## src/rtl/arm_mem_pkg.sv

```systemverilog
// Shared types for the data-memory store buffer:
// FSM state enum, buffer entry layout and default sizes.
package arm_mem_pkg;

  localparam int STBUF_AW    = 32;
  localparam int STBUF_DEPTH = 4;

  typedef enum logic [1:0] {
    IDLE,
    ST_BUSY,
    LD_BUSY,
    LD_DONE
  } state_t;

  typedef struct packed {
    logic [STBUF_AW-3:0] addr;
    logic [31:0]         data;
  } stbuf_entry_t;

endpackage

```

## src/rtl/stbuf_fifo.sv

```systemverilog
// Store-buffer entry storage: circular FIFO with head/tail/count.
// Ports: clk, reset, push/wr_entry (enqueue), pop (dequeue head),
//   full, empty, count, head, head_next (entry behind head).
// With STBUF_FWD_EN: lkp_addr in, hit/hit_data out (youngest match).
module stbuf_fifo
  import arm_mem_pkg::*;
#(
  parameter int DEPTH = STBUF_DEPTH
) (
  input  logic                    clk,
  input  logic                    reset,
  input  logic                    push,
  input  logic                    pop,
  input  stbuf_entry_t            wr_entry,
  output logic                    full,
  output logic                    empty,
  output logic [$clog2(DEPTH+1)-1:0] count,
  output stbuf_entry_t            head,
`ifdef STBUF_FWD_EN
  input  logic [STBUF_AW-3:0]     lkp_addr,
  output logic                    hit,
  output logic [31:0]             hit_data,
`endif
  output stbuf_entry_t            head_next
);

  localparam int PW = $clog2(DEPTH);
  localparam int CW = $clog2(DEPTH+1);

  stbuf_entry_t    mem [DEPTH];
  logic [PW-1:0]   hptr;
  logic [PW-1:0]   tptr;

  // DEPTH is a power of two, so pointers wrap naturally
  always_ff @(posedge clk) begin
    if (reset) begin
      hptr  <= '0;
      tptr  <= '0;
      count <= '0;
    end else begin
      if (push) tptr <= tptr + PW'(1);
      if (pop)  hptr <= hptr + PW'(1);
      if (push && !pop)
        count <= count + CW'(1);
      else if (pop && !push)
        count <= count - CW'(1);
    end
  end

  always_ff @(posedge clk) begin
    if (push) mem[tptr] <= wr_entry;
  end

  assign full      = (count == CW'(DEPTH));
  assign empty     = (count == '0);
  assign head      = mem[hptr];
  assign head_next = mem[hptr + PW'(1)];

`ifdef STBUF_FWD_EN
  // Scan oldest to youngest; later matches override earlier ones
  always_comb begin
    logic [PW-1:0] idx;
    hit      = 1'b0;
    hit_data = '0;
    idx      = '0;
    for (int i = 0; i < DEPTH; i++) begin
      idx = hptr + PW'(i);
      if (CW'(i) < count && mem[idx].addr == lkp_addr) begin
        hit      = 1'b1;
        hit_data = mem[idx].data;
      end
    end
  end
`endif

endmodule

```

## src/rtl/dmem_store_buffer.sv

```systemverilog
// Data-memory front end: posted store FIFO drained over a req/ack bus,
// loads forwarded from the buffer or fetched after the buffer drains.
// Core side: MemWriteM/MemReadM/ALUOutM/WriteDataM in,
//   ReadDataM/StallMemM out.
// Bus side: BusReq/BusWe/BusAddr/BusWData out (registered),
//   BusRData/BusAck in.
// Macro STBUF_FWD_EN enables store-to-load forwarding.
module dmem_store_buffer
  import arm_mem_pkg::*;
#(
  parameter int DEPTH = STBUF_DEPTH,
  parameter int AW    = STBUF_AW
) (
  input  logic          clk,
  input  logic          reset,
  input  logic          MemWriteM,
  input  logic          MemReadM,
  input  logic [AW-1:0] ALUOutM,
  input  logic [31:0]   WriteDataM,
  output logic [31:0]   ReadDataM,
  output logic          StallMemM,
  output logic          BusReq,
  output logic          BusWe,
  output logic [AW-1:0] BusAddr,
  output logic [31:0]   BusWData,
  input  logic [31:0]   BusRData,
  input  logic          BusAck
);

  localparam int CW = $clog2(DEPTH+1);

  state_t          state;
  logic [31:0]     ld_data;
  stbuf_entry_t    wr_entry;
  stbuf_entry_t    head;
  stbuf_entry_t    head_next;
  stbuf_entry_t    nxt;
  logic            full;
  logic            empty;
  logic [CW-1:0]   count;
  logic            push;
  logic            pop;
  logic            stay;
  logic            hit;
  logic [31:0]     hit_data;
  logic            unused_lsb;

  assign unused_lsb = ^ALUOutM[1:0];
  assign wr_entry   = '{addr: ALUOutM[AW-1:2], data: WriteDataM};

  stbuf_fifo #(.DEPTH(DEPTH)) u_fifo (
    .clk       (clk),
    .reset     (reset),
    .push      (push),
    .pop       (pop),
    .wr_entry  (wr_entry),
    .full      (full),
    .empty     (empty),
    .count     (count),
    .head      (head),
`ifdef STBUF_FWD_EN
    .lkp_addr  (ALUOutM[AW-1:2]),
    .hit       (hit),
    .hit_data  (hit_data),
`endif
    .head_next (head_next)
  );

`ifndef STBUF_FWD_EN
  assign hit      = 1'b0;
  assign hit_data = '0;
`endif

  assign StallMemM = (MemWriteM & full)
                   | (MemReadM & ~hit & (state != LD_DONE));
  assign push      = MemWriteM & ~StallMemM;
  assign pop       = (state == ST_BUSY) & BusAck;
  assign ReadDataM = (state == LD_DONE) ? ld_data : hit_data;

  // On a drain ack with one entry left, a same-cycle push becomes
  // the next head and has not reached storage yet.
  assign stay = (count > CW'(1)) | push;
  assign nxt  = (count == CW'(1)) ? wr_entry : head_next;

  always_ff @(posedge clk) begin
    if (reset) begin
      state    <= IDLE;
      BusReq   <= 1'b0;
      BusWe    <= 1'b0;
      BusAddr  <= '0;
      BusWData <= '0;
      ld_data  <= '0;
    end else begin
      unique case (state)
        IDLE: begin
          if (!empty) begin
            state    <= ST_BUSY;
            BusReq   <= 1'b1;
            BusWe    <= 1'b1;
            BusAddr  <= {head.addr, 2'b00};
            BusWData <= head.data;
          end else if (MemReadM && !hit) begin
            state   <= LD_BUSY;
            BusReq  <= 1'b1;
            BusWe   <= 1'b0;
            BusAddr <= {ALUOutM[AW-1:2], 2'b00};
          end
        end
        ST_BUSY: begin
          if (BusAck) begin
            if (stay) begin
              BusAddr  <= {nxt.addr, 2'b00};
              BusWData <= nxt.data;
            end else begin
              state  <= IDLE;
              BusReq <= 1'b0;
            end
          end
        end
        LD_BUSY: begin
          if (BusAck) begin
            state   <= LD_DONE;
            BusReq  <= 1'b0;
            ld_data <= BusRData;
          end
        end
        LD_DONE: state <= IDLE;
      endcase
    end
  end

endmodule

```

## config.mk

```make
export PLATFORM = sky130hd
export DESIGN_NAME = dmem_store_buffer
export DESIGN_NICKNAME = d
export VERILOG_FILES = /design/src/rtl/arm_mem_pkg.sv /design/src/rtl/stbuf_fifo.sv /design/src/rtl/dmem_store_buffer.sv
export SDC_FILE = /design/constraint.sdc
export NUM_CORES = 1
export LEC_CHECK = 0
export CORE_ASPECT_RATIO = 0.6
export CORE_MARGIN = 2
export CORE_UTILIZATION = 51
export DETAILED_ROUTE_END_ITERATION = 10
export PLACE_DENSITY = 0.77
export SYNTH_ARGS = -nofsm -noshare
export SYNTH_HDL_FRONTEND = slang
export SYNTH_SLANG_ARGS = --single-unit
```

## constraint.sdc

```tcl
create_clock -name clk -period 3.09 [get_ports clk]
set_clock_uncertainty 0.1 [all_clocks]
set_input_delay 0.309 -clock clk [delete_from_list [all_inputs] [get_ports clk]]
set_output_delay 0.309 -clock clk [all_outputs]
set_load 0.005 [all_outputs]
```

## After elaboration in Yosys (flattened, before gate mapping)

Memories as Yosys holds them, arrays and structs flattened. A register that Yosys moved wholly into a read port is not among the register bits.
Index checks and enable logic that the tools add are counted.

- Flip-flop bits (word level): 107
- RAM bits: 248
- Input bits: 101
- Output and inout bits: 99
- Word-level logic and storage cells: 81
- Memories: 1

- Add/sub/neg operators: 4
- Magnitude comparators: 1
- Eq/ne operators: 13
- Multiplexer cells: 31
- Bitwise gates (word level): 7
- Reductions and logical operators: 15

Memories:

| name | depth | bits a word | read ports | clocked after memory_dff | write ports | line | RTL |
|---|---|---|---|---|---|---|---|
| u_fifo.mem | 4 | 62 | 2 | 1 | 1 | stbuf_fifo.sv:30 | `stbuf_entry_t mem [DEPTH];` |

Operators by type and width:

| kind | count |
|---|---|
| two-way mux 32 bit | 8 |
| one-hot mux 32 bit (2 select lines) | 2 |
| two-way mux 62 bit | 1 |
| two-way mux 2 bit | 7 |
| != test 2 bit, second input constant | 7 |
| AND reduction 4 bit | 3 |
| two-way mux 1 bit | 9 |
| one-hot mux 2 bit (4 select lines) | 1 |
| two-way mux 3 bit | 2 |
| AND reduction 5 bit | 1 |
| adder 2 x 1 -> 2 bit, second input constant | 2 |
| AND 1 bit | 4 |
| == test 2 bit, second input constant | 2 |
| AND reduction 2 bit | 2 |
| nonzero test 2 bit | 2 |
| adder 3 x 1 -> 3 bit, second input constant | 1 |
| == test 3 x 1 -> 1 bit, second input constant | 1 |
| == test 3 bit, second input constant | 1 |
| greater-than comparator 3 x 1 -> 1 bit, second input constant | 1 |
| zero test 3 bit | 1 |
| != test 3 bit, second input constant | 1 |
| one-hot mux 1 bit (3 select lines) | 1 |
| nonzero test 3 bit | 1 |
| subtractor 3 x 1 -> 3 bit, second input constant | 1 |
| 6 further kinds | 9 |

## Longest topological paths before layout

Gate-level depths: netlist of the first run.

- Depth after elaboration: 9
- Depth in mapped cells: 10

## By module

Synthesis of the first run repeated with hierarchy kept, for this count alone.

- Cell total of the unflattened synthesis: 1053
- Area, all modules: 16251.8 sq um

Modules (own cells, without submodules):

| module | instances | cells each | area an instance (sq um) |
|---|---|---|---|
| stbuf_fifo | 1 | 444 | 11026.8 |
| dmem_store_buffer | 1 | 609 | 5225.0 |

## Worst setup path before layout of the first run

No wires, ideal clock.

- Kind: register to register
- Start point: register u_fifo.count[0]
- End point: memory u_fifo.mem[1][0] (netlist bit) (enable)
- Setup time: 0.426 ns
- Data arrival time: 2.626 ns
- Data required time: 2.564 ns
- Setup slack: -0.062 ns
- Cell stages (with the launch flop): 7
- Buffers on the path: 1
- Path through: dfxtp_1 -> inv_1 -> ha_1 -> nand2_1 -> and3_1 -> clkbuf_1 -> and2_1

- Longest elaborated chain between the ends: 7

RTL lines:

| what | line | RTL |
|---|---|---|
| from (decl) | stbuf_fifo.sv:17 | `output logic [$clog2(DEPTH+1)-1:0] count,` |
| from (signal assigned) | stbuf_fifo.sv:44 | `count <= count + CW'(1);` |
| from (signal assigned) | stbuf_fifo.sv:46 | `count <= count - CW'(1);` |
| == test 3 bit | stbuf_fifo.sv:54 | `assign full = (count == CW'(DEPTH));` |
| AND 1 bit | dmem_store_buffer.sv:74 | `assign StallMemM = (MemWriteM & full)` |
| bitwise OR 1 bit | dmem_store_buffer.sv:75 | `\| (MemReadM & ~hit & (state != LD_DONE));` |
| inverter 1 bit | dmem_store_buffer.sv:76 | `assign push = MemWriteM & ~StallMemM;` |
| AND 1 bit | dmem_store_buffer.sv:76 |  |
| net push | dmem_store_buffer.sv:41 | `logic push;` |
| two-way mux 1 bit | stbuf_fifo.sv:51 | `if (push) mem[tptr] <= wr_entry;` |
| two-way mux 1 bit (not written as such) | stbuf_fifo.sv:51 |  |
| to (decl) | stbuf_fifo.sv:30 |  |

The timed path passes the listed nets, and every way through them passes these cells.

## Final worst setup path of the first run

- Start point: register u_fifo.count[1]
- End point: register BusWData[27]

- Longest elaborated chain between the ends: 8
- Elaborated cells between the ends (all ways): 16
- Classes of those cells: order compare: 1; eq/ne: 4; mux: 4; bitwise: 5; reduce/logical: 2

RTL lines:

| what | line | RTL |
|---|---|---|
| == test 3 bit | stbuf_fifo.sv:54 |  |
| AND 1 bit | dmem_store_buffer.sv:74 |  |
| bitwise OR 1 bit | dmem_store_buffer.sv:75 |  |
| inverter 1 bit | dmem_store_buffer.sv:76 |  |
| AND 1 bit | dmem_store_buffer.sv:76 |  |
| bitwise OR 1 bit | dmem_store_buffer.sv:82 | `assign stay = (count > CW'(1)) \| push;` |
| != test 2 bit (no line) | -- |  |
| AND reduction 4 bit (no line) | -- |  |
| to (signal assigned) | dmem_store_buffer.sv:101 | `BusWData <= head.data;` |
| to (signal assigned) | dmem_store_buffer.sv:113 | `BusWData <= nxt.data;` |
| to (decl) | dmem_store_buffer.sv:25 | `output logic [31:0] BusWData,` |

Several ways; a longest one is shown, not always the timed one. The select of a mux whose other input is x is not followed.
A chain may end at the register's enable or synchronous reset.

==> summary.md, run 1 <==
| Metric | Value |
|---|---|
| Ports | 200 |
| Setup_tns | 0 ps |
| Post-Layout Cell Count | 1713 |
| DP Wirelength | 24.8 mm |
| Post-cts resize count | 0 |
| Synth Area in Compound Gates | 9.36% |
| Fillers | 2245 |
| First-pass GRT wire length | 62.4 mm |
| Max_cap viols | 0 |
| Setup Crit Path Kind | flip-flop to flip-flop |
| Fmax | 362 MHz |
| Gr usage total | 24.1% |
| Outcome | completed |
| PwrDens | 771 mW/mm^2 |
| Post-CTS Setup Bufs | 0 |
| Register area | 0.00960 sq mm |
| Die H | 143 microns |
| Yosys reg bits | 355 |
| Peak VDD IR | 0.460 mV |
| Worst-path maximum fanout | 32 |
| Synth Area in Adders | 1.07% |
| CTS max path bufs | 3 |
| Final setup margin | 328 ps |
| Synthesized cell area | 0.0163 sq mm |
| Final worst path period share | 89.4% |
| Hold WS | 226 ps |
| Placed Instances | 1651 |
| Min Tclk post-route | 2760 ps |
| Synth Area in XOR/XNOR | 0.268% |
| Total number of vias | 10700 |
| Die area | 0.0335 sq mm |
| Final nets | 1386 |
| Die X-Extent | 235 microns |
| Initial antenna violation count | 0 |
| DRT Wirelength | 40.2 mm |
| GP Congestion | 0.773 |
| Pin count of the biggest net entering global routing | 66 |
| DRC violations left | 0 |
| Syn Area/Cell | 14.9 sq um |
| CP arrival | 3040 ps |
| H-tree depth | 2 |
| Slew Viols, Final | 0 |
| Routed Antenna Nets | 0 |
| Clock insertion delay at the later pin of the skew report | 520 ps |
| Measured slew at the worst slew-check pin | 911 ps |
| FF-to-FF Start | u_fifo.count[1]$_SDFFE_PP0P_ |
| Root buf cell | clkbuf_16 |
| Sequential area share after synthesis | 58.7% |
| Initial core utilization | 52.1% |
| Gr ovfl total | 0 |
| CP delay by family, top | compound AO/OA/AOI/OAI gates |
| DR pass1 iterations | 5 |
| Largest stage delay on the critical path | 700 ps |
| Worst Min Path Start | reset |
| Main combinational cell family by area after synthesis | multiplexers |
| Vias in the first global route | 10900 |
| FP Rows | 50 |
| Lkg Pwr | 0.00644 uW |
| RSZ-0062 raised after global routing | false |
| # diodes | 0 |
| Synth Area in Simple Gates | 6.07% |
| Share of cells above drive strength 1 | 22.2% |
| CTS Hold Bufs | 0 |
| Final Util | 63.6% |
| Synth Instances | 1099 |
| HP Class | input pin to flip-flop |
| CTS Sinks | 355 |
| CP startpoint kind | flip-flop |
| Buf/Inv on CP | 1 |
| Final Hold Viols | 0 |
| CTS tree | yes |
| Rel. slew slack | 39.3% |
| Worst Path Required | 3360 ps |
| Post-Place Worst Slack | 346 ps |
| Final Setup Violations | 0 |
| Crit. End Element | flip-flop |
| Layout area overhead | 22.0% |
| Post-synthesis mux area share | 21.4% |
| Multi-input gate area | 0.00631 sq mm |
| Clock-pin slew on the worst setup and hold paths | 70 ps |
| Core area | 0.0313 sq mm |
| Crit. Startpoint | u_fifo.count[1]$_SDFFE_PP0P_ |
| Critical path's slowest cell | and2_4 |
| CP Cell Sequence | inv_1 > ha_1 > o21ba_1 > a2111o_1 > and2_4 > a211oi_2 |
| Initial DRC Count | 1011 |
| Yosys warnings | 0 |
| Routed vias/inst | 6.23 |
| TritonCTS Buffers | 34 |
| Netlist cell types | 46 |
| # port buffers | 195 |
| Avg WL per Cell | 23.5 microns |
[flip-flops by register name (all words and copies together), names as in the netlist, named ones only]
signal / count
BusReq: 1
u_fifo.count: 3
state: 2
u_fifo.tptr: 2
BusWData: 32
BusAddr: 30
ld_data: 32
u_fifo.mem: 248
u_fifo.hptr: 2
BusWe: 1
[layout by cell type, fill, tap and decap left out, types with 22 or more instances in the layout]
cell,synthesis,final
dfxtp_1,107,103
clkbuf_16,0,37
a21oi_1,98,98
a32oi_1,30,30
mux4_2,124,124
edfxtp_1,248,248
buf_4,7,22
mux2i_1,34,34
nand2_1,160,160
a211oi_2,30,30
and2_1,36,32
clkdlybuf4s50_1,0,194
a22o_1,30,30
mux2_2,32,32
[path summary, 6_finish.rpt]
check / to / cells past startpoint / slack, ps
min reg2reg: ld_data[21]$_SDFFE_PP0P_ / 2 / 350
max: BusWData[27]$_SDFFE_PP0P_ / 6 / 330
min: flip-flop / 2 / 230
max reg2reg: BusWData[27]$_SDFFE_PP0P_ / 6 / 330
[synth_stat cells (all sizes together)]
master	number	share of area [%]
nand3b	1	0.046
mux4	124	17
mux2	33	2.3
o221ai	1	0.054
and3	1	0.038
nor2b	4	0.15
o21ba	1	0.061
o211ai	1	0.046
dfxtp	107	13
a211oi	33	2.4
nand2	160	3.7
clkbuf	48	1.1
o21ai	1	0.031
nand2b	4	0.20
inv	9	0.21
edfxtp	248	46
nand3	2	0.061
a2111oi	1	0.054
a22o	30	1.6
a31oi	1	0.077
mux2i	34	2.1
a21oi	98	3.0
or2	1	0.038
and4	1	0.069
xor2	4	0.21
a32oi	30	1.6
o31ai	1	0.046
or3	1	0.038
a21boi	1	0.046
a2111o	2	0.14
a22oi	1	0.046
a21o	1	0.046
nor2	14	0.32
xnor2	1	0.054
conb	1	0.023
buf	46	1.8
o211a	1	0.061
and2	37	1.4
ha	14	1.1
[kinds of logic after synthesis]
kind of cell / count (synthesis)
adders and majority gates: 14
AOI/OAI and AO/OA: 204
buffers and inverters: 103
muxes: 191
other: 1
and+or+nand+nor: 226
xor gates and xnor gates: 5
DFF: 355
[power breakdown]
group	internal [uW]	switching (uW)	total, uW
clock	2380	1740	4110
sequential	5680	385	6060
combinational	2370	2830	5200
[routing by layer]
layer  routed length, microns  GRT usage [%]
met2                    19100           38.0
met5                        0              0
met3                     3330           4.56
met4                      936           8.09
met1                    16800           34.0
[final cells by class]
cell class | count | share of cell area, %
clock inverter | 9 | 0.352
inverter | 9 | 0.169
clock buffer | 53 | 5.15
sequential | 355 | 48.2
timing repair buffer | 229 | 11.9
tap | 416 | 2.61
multi-input combinational | 642 | 31.7
[metrics by stage]
step | power, uW | cell area [sq um]
after floorplan | 9350 | 16400
after global placement | 11100 | 18800
after detailed placement | 11300 | 18800
after CTS | 15400 | 19900
after global routing | 16100 | 19900
final | 15400 | 19900
Power figures use the tool's default switching activity.
==> run 2, diff against run 1 <==
--- a/config.mk
+++ b/config.mk
@@ -9,7 +9,8 @@
 export CORE_MARGIN = 2
 export CORE_UTILIZATION = 51
 export DETAILED_ROUTE_END_ITERATION = 10
-export PLACE_DENSITY = 0.77
+export PLACE_DENSITY_LB_ADDON = 0.05
+export SLEW_MARGIN = 10
 export SYNTH_ARGS = -nofsm -noshare
 export SYNTH_HDL_FRONTEND = slang
 export SYNTH_SLANG_ARGS = --single-unit
==> run 2 against run 1 <==
Effect of this change: clock power rose by 5.1%; via count is 1.0% lower; global-route usage is 0.11 points lower; critical path type is now flip-flop to output port; highest routed layer unchanged; flip-flop and latch count is the same; cell count stayed put; power is 1.4% higher; design area is 0.30% higher.
==> summary.md, run 2 (same netlist as run 1, synthesis figures left out) <==
| Metric | Value |
|---|---|
| Outcome | completed |
| CTS tree | yes |
| Ports | 200 (unchanged) |
| Register area | 0.00960 sq mm (about the same) |
| Clock insertion delay at the later pin of the skew report | 530 ps (about the same) |
| PwrDens | 780 mW/mm^2 (+1.1%) |
| DRT Wirelength | 40.0 mm (-0.36%) |
| GP Congestion | 0.772 (-0.21%) |
| Routed Antenna Nets | 0 (unchanged) |
| Die area | 0.0335 sq mm (unchanged) |
| Measured slew at the worst slew-check pin | 1020 ps (+110 ps) |
| Rel. slew slack | 31.9% (-7.3 points) |
| DRC violations left | 0 (unchanged) |
| Largest regs | u_fifo.mem: 248 flops, BusWData: 32 flops, ld_data: 32 flops |
| Core area | 0.0313 sq mm (unchanged) |
| CP delay by family, top | buffers and inverters |
| Total number of vias | 10600 (-1.0%) |
| Cell area after layout | 0.0200 sq mm (+0.30%) |
| Post-cts resize count | 0 (unchanged) |
| Layout area overhead | 22.3% |
| Routed vias/inst | 6.16 (-1.0%) |
| Setup Crit Path Kind | flip-flop to output port |
| Final worst path period share | 83.9% (-5.5 points) |
| CP Cell Sequence | ha_1 > buf_4 > and2_1 > clkdlybuf4s50_1 |
| Max reg flops | 248 (unchanged) |
| DP Wirelength | 24.3 mm (-2.1%) |
| Gr usage total | 24.0% (-0.11 points) |
| Avg WL per Cell | 23.4 microns (-0.36%) |
| Min Tclk post-route | 2590 ps (-169 ps) |
| RSZ-0062 raised after global routing | false |
| DR pass1 iterations | 5 (unchanged) |
| Clock-pin slew on the worst setup and hold paths | 70 ps (about the same) |
| Largest stage delay on the critical path | 540 ps (-160 ps) |
| Root buf cell | clkbuf_16 |
| Final Setup Violations | 0 (unchanged) |
| Fillers | 2252 (+0.31%) |
| Post-Layout Cell Count | 1713 (unchanged) |
| Most frequent cells in the layout | edfxtp_1 (248), clkdlybuf4s50_1 (194), nand2_1 (160), mux4_2 (124), dfxtp_1 (103) |
| FP Rows | 50 (unchanged) |
| Reg power frac | 38.5% (-0.9 points) |
| TritonCTS Buffers | 34 (unchanged) |
| Gr ovfl total | 0 (unchanged) |
| Initial antenna violation count | 0 (unchanged) |
| Most flops, register | u_fifo.mem |
| Net Switching | 4890 uW (-1.1%) |
| Setup_tns | 0 ps (unchanged) |
| Post-CTS Setup Bufs | 0 (unchanged) |
| Initial core utilization | 52.1% (unchanged) |
| Commonest non-fill, non-tap cell in the layout | edfxtp_1 |
| Final nets | 1387 (+0.072%) |
| Share of cells above drive strength 1 | 22.4% (+0.15 points) |
| CP arrival | 2180 ps (-860 ps) |
| Lkg Pwr | 0.00648 uW (+0.49%) |
| # port buffers | 195 (unchanged) |
| CTS Hold Bufs | 0 (unchanged) |
| R2R setup slack | 600 ps (+270 ps) |
| First-pass GRT wire length | 62.1 mm (-0.47%) |
| CTS Sinks | 355 (unchanged) |
| Final Util | 63.8% (+0.19 points) |
| Worst-path maximum fanout | 32 (unchanged) |
| Vias in the first global route | 10700 (-1.9%) |
| Critical path's slowest cell | clkdlybuf4s50_1 |
| H-tree depth | 2 (unchanged) |
| Die H | 143 microns (unchanged) |
| Multi-input gate area | 0.00629 sq mm (-0.28%) |
| Placed instance area | 0.0188 sq mm (about the same) |
| Crit. End Element | output port |
| CP startpoint kind | flip-flop |
| Clock power share | 27.7% (+1.0 points) |
| Placed Instances | 1652 (+0.061%) |
| Int Power | 10700 uW (+2.6%) |
| Worst Path Required | 2680 ps (-680 ps) |
| Combinational share of power | 33.7% (about the same) |
| Post-Place Worst Slack | 588 ps (+242 ps) |
| Buf/Inv on CP | 2 (+1) |
| Final setup margin | 497 ps (+169 ps) |
| Initial DRC Count | 890 (-12%) |
| # diodes | 0 (unchanged) |
| HP Class | input pin to flip-flop |
| Max_cap viols | 0 (unchanged) |
| Fmax | 386 MHz (+6.5%) |
| Peak VDD IR | 0.449 mV (-2.5%) |
| Sw frac | 31.4% (-0.80 points) |
| Die X-Extent | 235 microns (unchanged) |
| Slew Viols, Final | 0 (unchanged) |
| CTS max path bufs | 3 (unchanged) |
| Final Hold Viols | 0 (unchanged) |
| Pin count of the biggest net entering global routing | 73 (+11%) |
-- run 2: per-layer routing --
| layer | GRT usage (%) | share of wire [%] | vias up | wire length (microns) |
|---|---|---|---|---|
| met5 | 0 | 0 | - | 0 |
| met4 | 6.03 | 1.6 | 0 | 644 |
| met3 | 4.74 | 7.6 | 56 | 3030 |
| met2 | 37.1 | 46 | 452 | 18400 |
| met1 | 35.2 | 45 | 5411 | 17900 |
| li1 | - | - | 4640 | - |
-- run 2: worst paths after layout --
| path | from | endpoint | depth (start not counted) |
|---|---|---|---|
| hold reg to reg | ld_data[18]$_SDFFE_PP0P_ | ld_data[18]$_SDFFE_PP0P_ | 2 |
| hold / removal | reset | u_fifo.tptr[1]$_SDFFE_PP0P_ | 2 |
| setup reg to reg | state[0]$_SDFFE_PP0P_ | BusAddr[14]$_SDFFE_PP0P_ | 7 |
| setup / recovery | state[0]$_SDFFE_PP0P_ | ReadDataM[27] | 4 |
-- run 2: cell type report --
type                            instances  area share, %
Sequential cell                       355           48.0
Multi-Input combinational cell        642           31.5
Timing Repair Buffer                  230           11.9
Clock buffer                           50           5.02
Tap cell                              416           2.60
Clock inverter                         11          0.776
Inverter                                9          0.169
-- run 2: power by group through the flow --
stage                     clock network (uW)  registers (uW)  logic (uW)
final                                   4320            6010        5250
after global routing                    4630            6070        5690
after CTS                               4430            6010        5270
after detailed placement                   0            6100        5240
after global placement                     0            6090        5170
after floorplan                            0            6030        3320
-- run 2: per-stage QoR --
stage	total power, uW	hold WS, ps
2_1_floorplan	9350	308
3_3_place_gp	11300	337
3_5_place_dp	11300	343
4_1_cts	15700	152
5_1_grt	16400	190
6_report	15600	185
-- run 2: worst register-to-register path: cells and delay by family (launching register included) --
kind / cells / cell delay (ps)
flops: 1 / 420
buf+inv: 2 / 500
compound gates: 3 / 960
simple gates: 1 / 170
fa+ha+maj: 1 / 300
